$ cat src/rtl/ita_package.sv
// Shared types and constants for the ITA attention-mask scheduling path.
package ita_package;

  localparam int unsigned M              = 64;
  localparam int unsigned N              = 16;
  localparam int unsigned CNT_W          = 16;
  localparam int unsigned BEATS_PER_TILE = M * M / N;

  typedef logic [CNT_W-1:0] counter_t;

  typedef enum logic [1:0] {
    Idle,
    QK,
    AV,
    OW
  } step_e;

  typedef enum logic [1:0] {
    None,
    UpperTriangular,
    LowerTriangular,
    Strided
  } mask_e;

  typedef enum logic [1:0] {
    StIdle,
    StInit,
    StRun,
    StDone
  } sched_state_e;

endpackage

$ cat src/rtl/ita_wrap_counter.sv
// Up-counter that wraps at a runtime maximum and flags the wrapping beat.
module ita_wrap_counter #(
  parameter int unsigned Width = 16
) (
  input  logic             clk_i,
  input  logic             rst_i,
  input  logic             clear_i,
  input  logic             en_i,
  input  logic [Width-1:0] max_i,
  output logic [Width-1:0] value_o,
  output logic             wrap_o
);

  logic [Width-1:0] value_d, value_q;

  // Wrap fires only on an enabled beat at the maximum, so it can enable the next level.
  assign wrap_o  = en_i && (value_q == max_i);
  assign value_o = value_q;

  // Next value: clear wins, otherwise increment with wrap to zero.
  always_comb begin
    value_d = value_q;
    if (clear_i) begin
      value_d = '0;
    end else if (en_i) begin
      value_d = (value_q == max_i) ? '0 : value_q + Width'(1);
    end
  end

  // Counter register.
  always_ff @(posedge clk_i or posedge rst_i) begin
    if (rst_i) begin
      value_q <= '0;
    end else begin
      value_q <= value_d;
    end
  end

endmodule

$ cat src/rtl/ita_mask_scheduler.sv
// Walks the QK iteration space (count, inner, tile_x, tile_y) for the masking unit.
module ita_mask_scheduler
  import ita_package::*;
#(
  parameter int unsigned M     = ita_package::M,
  parameter int unsigned N     = ita_package::N,
  parameter int unsigned CNT_W = ita_package::CNT_W
) (
  input  logic             clk_i,
  input  logic             rst_i,
  input  logic             cfg_valid_i,
  output logic             cfg_ready_o,
  input  logic [CNT_W-1:0] cfg_tile_s_i,
  input  logic [CNT_W-1:0] cfg_tile_inner_i,
  input  mask_e            cfg_mask_type_i,
  input  logic [CNT_W-1:0] cfg_mask_start_i,
  input  logic             out_ready_i,
  output step_e            step_o,
  output logic             calc_en_o,
  output logic [CNT_W-1:0] count_o,
  output logic [CNT_W-1:0] tile_x_o,
  output logic [CNT_W-1:0] tile_y_o,
  output logic             last_inner_tile_o,
  output mask_e            mask_type_o,
  output logic [CNT_W-1:0] mask_start_o,
  output logic             busy_o,
  output logic             done_o
);

  localparam int unsigned      Beats    = M * M / N;
  localparam logic [CNT_W-1:0] CountMax = CNT_W'(Beats - 1);

  sched_state_e     state_d, state_q;
  logic [CNT_W-1:0] tile_s_q, tile_inner_q;
  mask_e            mask_type_q;
  logic [CNT_W-1:0] mask_start_q;

  logic             accept, run_beat;
  logic [CNT_W-1:0] inner;
  logic             count_wrap, inner_wrap, tx_wrap, ty_wrap;

  assign accept   = (state_q == StIdle) && cfg_valid_i;
  assign run_beat = (state_q == StRun) && out_ready_i;

  // Config latch; zero tile counts are clamped to one so the nest always terminates.
  always_ff @(posedge clk_i or posedge rst_i) begin
    if (rst_i) begin
      tile_s_q     <= '0;
      tile_inner_q <= '0;
      mask_type_q  <= None;
      mask_start_q <= '0;
    end else if (accept) begin
      tile_s_q     <= (cfg_tile_s_i == '0) ? CNT_W'(1) : cfg_tile_s_i;
      tile_inner_q <= (cfg_tile_inner_i == '0) ? CNT_W'(1) : cfg_tile_inner_i;
      mask_type_q  <= cfg_mask_type_i;
      mask_start_q <= cfg_mask_start_i;
    end
  end

  // Counter nest, innermost first; each level advances on the wrap of the one below.
  ita_wrap_counter #(.Width(CNT_W)) u_count (
    .clk_i  (clk_i),
    .rst_i  (rst_i),
    .clear_i(accept),
    .en_i   (run_beat),
    .max_i  (CountMax),
    .value_o(count_o),
    .wrap_o (count_wrap)
  );

  ita_wrap_counter #(.Width(CNT_W)) u_inner (
    .clk_i  (clk_i),
    .rst_i  (rst_i),
    .clear_i(accept),
    .en_i   (count_wrap),
    .max_i  (tile_inner_q - CNT_W'(1)),
    .value_o(inner),
    .wrap_o (inner_wrap)
  );

  ita_wrap_counter #(.Width(CNT_W)) u_tile_x (
    .clk_i  (clk_i),
    .rst_i  (rst_i),
    .clear_i(accept),
    .en_i   (inner_wrap),
    .max_i  (tile_s_q - CNT_W'(1)),
    .value_o(tile_x_o),
    .wrap_o (tx_wrap)
  );

  ita_wrap_counter #(.Width(CNT_W)) u_tile_y (
    .clk_i  (clk_i),
    .rst_i  (rst_i),
    .clear_i(accept),
    .en_i   (tx_wrap),
    .max_i  (tile_s_q - CNT_W'(1)),
    .value_o(tile_y_o),
    .wrap_o (ty_wrap)
  );

  // Next-state and per-state outputs; the tile_y wrap is the final beat of the job.
  always_comb begin
    state_d   = state_q;
    step_o    = Idle;
    calc_en_o = 1'b0;
    done_o    = 1'b0;
    unique case (state_q)
      StIdle: begin
        if (cfg_valid_i) state_d = StInit;
      end
      StInit: begin
        calc_en_o = 1'b1;  // lets the mask unit load its start position
        state_d   = StRun;
      end
      StRun: begin
        step_o    = QK;
        calc_en_o = out_ready_i;
        if (ty_wrap) state_d = StDone;
      end
      StDone: begin
        done_o  = 1'b1;
        state_d = StIdle;
      end
      default: state_d = StIdle;
    endcase
  end

  // State register.
  always_ff @(posedge clk_i or posedge rst_i) begin
    if (rst_i) begin
      state_q <= StIdle;
    end else begin
      state_q <= state_d;
    end
  end

  assign cfg_ready_o       = (state_q == StIdle);
  assign busy_o            = (state_q != StIdle);
  assign last_inner_tile_o = (state_q != StIdle) && (inner == tile_inner_q - CNT_W'(1));
  assign mask_type_o       = mask_type_q;
  assign mask_start_o      = mask_start_q;

endmodule

$ cat config.mk
export PLATFORM = sky130hd
export DESIGN_NAME = ita_mask_scheduler
export DESIGN_NICKNAME = d
export VERILOG_FILES = /design/src/rtl/ita_package.sv /design/src/rtl/ita_wrap_counter.sv /design/src/rtl/ita_mask_scheduler.sv
export SDC_FILE = /design/constraint.sdc
export NUM_CORES = 1
export LEC_CHECK = 0
export ABC_AREA = 1
export CAP_MARGIN = 20
export CORE_MARGIN = 2
export CORE_UTILIZATION = 50
export CTS_CLUSTER_SIZE = 30
export DETAILED_ROUTE_END_ITERATION = 6
export PLACE_DENSITY = 0.78
export SYNTH_ARGS = -nofsm -noshare
export SYNTH_HDL_FRONTEND = slang
export SYNTH_HIERARCHICAL = 1
export SYNTH_SLANG_ARGS = --single-unit
$ cat constraint.sdc
create_clock -name clk_i -period 3.1 [get_ports clk_i]
set_clock_uncertainty 0.2 [all_clocks]
set_input_delay 0.62 -clock clk_i [delete_from_list [all_inputs] [get_ports clk_i]]
set_output_delay 0.62 -clock clk_i [all_outputs]
set_load 0.005 [all_outputs]
==> results.toml <==
[place]
dp_hpwl_um = 16640
placed_cells = 1662
port_buffers = 125
gp_congestion = 0.9019

[final_layout]
drive_gt1_share_pct = 13.11
finalNonFillerCells = 1719
final_common_cell = "nand2_1"
syn2layout_area_growth_pct = 37.47
nets = 1555
layout_common_cells = "nand2_1, inv_1, nor2_1"
n_antenna_cell = 0

[clock_network]
cts_tree = "built"
cts_buffer_depth = 2
cts_root_buffer = "clkbuf_16"
cts-buffers-inserted = 17
clk_pin_slew_worst_paths_ns = 0.06
clkLatencyLatePin_ns = 0.42
cts_num_sinks = 116
cts_hold_buffers = 0
cts.htree.levels = 4

[timing]
drv_slew = 0
tightest_slew_ns = 0.7744
finalSetupViolations = 14
rsz0062_at_grt = "yes"
layout_worst_path_cycle_share_pct = 102.5
relSlewSlack_pct = 48.18
fmax_mhz = 314.8
post-route-min-period_ns = 3.177
hold_viol = 0
fin_ws_ns = -0.07660

[status]
status = "finished with violations"
violations = "negative setup slack"

[setup_path]
required_ns = 3.20
cp_slowest_cell = "dfrtp_1"
worstSetupPathType = "flop to flop"
slowest_delay_ns = 0.40
path_cells = "nor3_1, nand3_1, buf_4, xor2_1, inv_1, nand2_1, nand2_1, nor2_1, nand2_1, nor2_2, nand3_2, inv_2, nor2_4, inv_4, nand3_4, nor2_4, xor2_1, nor2_2"
critPathMostFrequentCell = "nand2_1"
crit_path_start_kind = "flop"
end_kind = "flop"
arrival_ns = 3.28
critPathMaxFanout = 4

[detailed_routing]
drt-total-wl_um = 23610
wl_per_cell_um = 13.74
drcViolationCount = 0
vias_per_cell = 4.999
firstDrtPassIters = 5
drt_iter0_drc = 766
ant_nets = 0
vias = 8594

[global_route]
grt_pass1_vias = 8046
met1_usage_pct = 31.85
grt-ovfl-total = 0
grtUsageTotal_pct = 26.47
grt_pass1_wl_um = 37320
antenna_found_initial = 0
grt_use_met2_pct = 46.81
busiest_layer = "met2"
met3_usage_pct = 4.552
grt_max_degree = 62

[floorplan]
io_pins = 127
start_util_pct = 51.11
num_rows = 46
die-area_mm2 = 0.01721
dieWidth_um = 131.2
core_mm2 = 0.01583
die_h_um = 131.2

[logic_synthesis]
synth_seq_cells = 116
synthFlopType = "dfrtp_1"
syn_area_mm2 = 0.008090
yosys_warnings = 6
syn_inst = 1273
syn-mean-instance-area_um2 = 6.355
yosys.area.top_type = "dfrtp_1"
ys_types = 30
seq_area_frac_synth_pct = 35.88
yosysTopAreaCellShare_pct = 35.88
yosys-top-cells-area = "dfrtp_1, nand2_1, inv_1"
async_reset_ff_share_pct = 100.0
synth-edff-count = 0

[power]
irDropWorstVdd_mv = 0.4046
p_leak_nw = 5.914
power_density_mw_per_mm2 = 387.9
p_total_w = 0.004315

[flow_run]
cap_violations = 0

[min_path]
hp-class = "flop to flop"
stage by stage:
stage	hold slack (ns)	utilization, %	setup TNS [ns]	worst slack [ns]	instance area, um^2
5_1_grt	0.3036	70.27	-4.625	-0.2949	11120
6_report	0.2783	70.27	-0.3713	-0.07660	11120
3_5_place_dp	0.2683	62.84	-0.9373	-0.2122	9946
3_3_place_gp	0.2610	62.84	-0.2322	-0.09175	9946
2_1_floorplan	0.2695	-	-0.001116	-0.001116	8234
4_1_cts	0.2825	67.74	0	0.008463	10720
cell families after synthesis:
kind of cell,after synthesis,share of synthesized area (%)
AOI/OAI and AO/OA,52,3.325
xor gates and xnor gates,64,6.929
adders and majority gates,10,1.547
buffers and inverters,223,11.01
DFF,116,35.88
other,2,0.09283
and+or+nand+nor,806,41.22
timing repair:
action                                  CTS  global route
endpoints found under the setup margin   12            29
pin swaps                                13            26
setup buffers                             6            19
cloned                                    0             1
resized for setup                        33            67
registers in the layout, summed over array words and instances, names as in the netlist:
signal	flops
u_inner/value_o	16
tile_inner_q	16
tile_s_q	16
u_count/value_o	16
mask_start_o	16
mask_type_o	2
state_q	2
u_tile_x/value_o	16
u_tile_y/value_o	16
layer usage:
metal	part of all wire (%)	vias to the layer above
met5	0	-
met4	3.1	0
met3	5.3	64
met2	51	316
met1	41	3968
li1	-	4246
layout make-up:
cell class | count | area [um^2]
Clock buffer | 21 | 470.5
Clock inverter | 10 | 177.7
Fill cell | 1268 | 4706
Inverter | 204 | 770.7
Multi-Input combinational cell | 965 | 4760
Sequential cell | 116 | 2909
Tap cell | 216 | 270.3
Timing Repair Buffer | 187 | 1764
cell usage after synthesis (4+ instances only):
master	count
clkbuf_1	5
nand3_1	66
nand2_1	470
nand3b_1	7
nor3_1	23
nand2_2	12
ha_1	10
nand3_2	4
buf_6	4
buf_2	4
inv_1	204
o21ai_0	43
xor2_1	63
nor2_1	195
a21oi_1	5
dfrtp_1	116
nand4_1	7
buf_4	5
nor2_2	7
nor4_1	8
worst paths after layout:
check                                            start                          endpoint  slack, ns  cells past startpoint
setup / recovery               tile_s_q[7]$_DFFE_PP0P_  u_tile_y/value_o[10]$_DFFE_PP0P_      -0.08                     18
hold / removal             mask_start_o[7]$_DFFE_PP0P_       mask_start_o[7]$_DFFE_PP0P_       0.28                      2
setup reg to reg               tile_s_q[7]$_DFFE_PP0P_  u_tile_y/value_o[10]$_DFFE_PP0P_      -0.08                     18
hold reg to reg            mask_start_o[7]$_DFFE_PP0P_       mask_start_o[7]$_DFFE_PP0P_       0.28                      2
max in group asynchronous                        rst_i          tile_s_q[10]$_DFFE_PP0P_       1.52                      3
min in group asynchronous                        rst_i        mask_type_o[0]$_DFFE_PP0P_       0.63                      2
where the power goes:
part,internal [W],switching (W)
Sequential,0.00157,0.0000835
Combinational,0.000246,0.000228
Clock,0.00148,0.000709
critical path, delay by kind of cell (launching register included):
family,cells,cell delay (ns)
and+or+nand+nor,12,1.47
buffers and inverters,4,0.47
DFF,1,0.40
xor gates and xnor gates,2,0.52
Power figures use the tool's default switching activity.
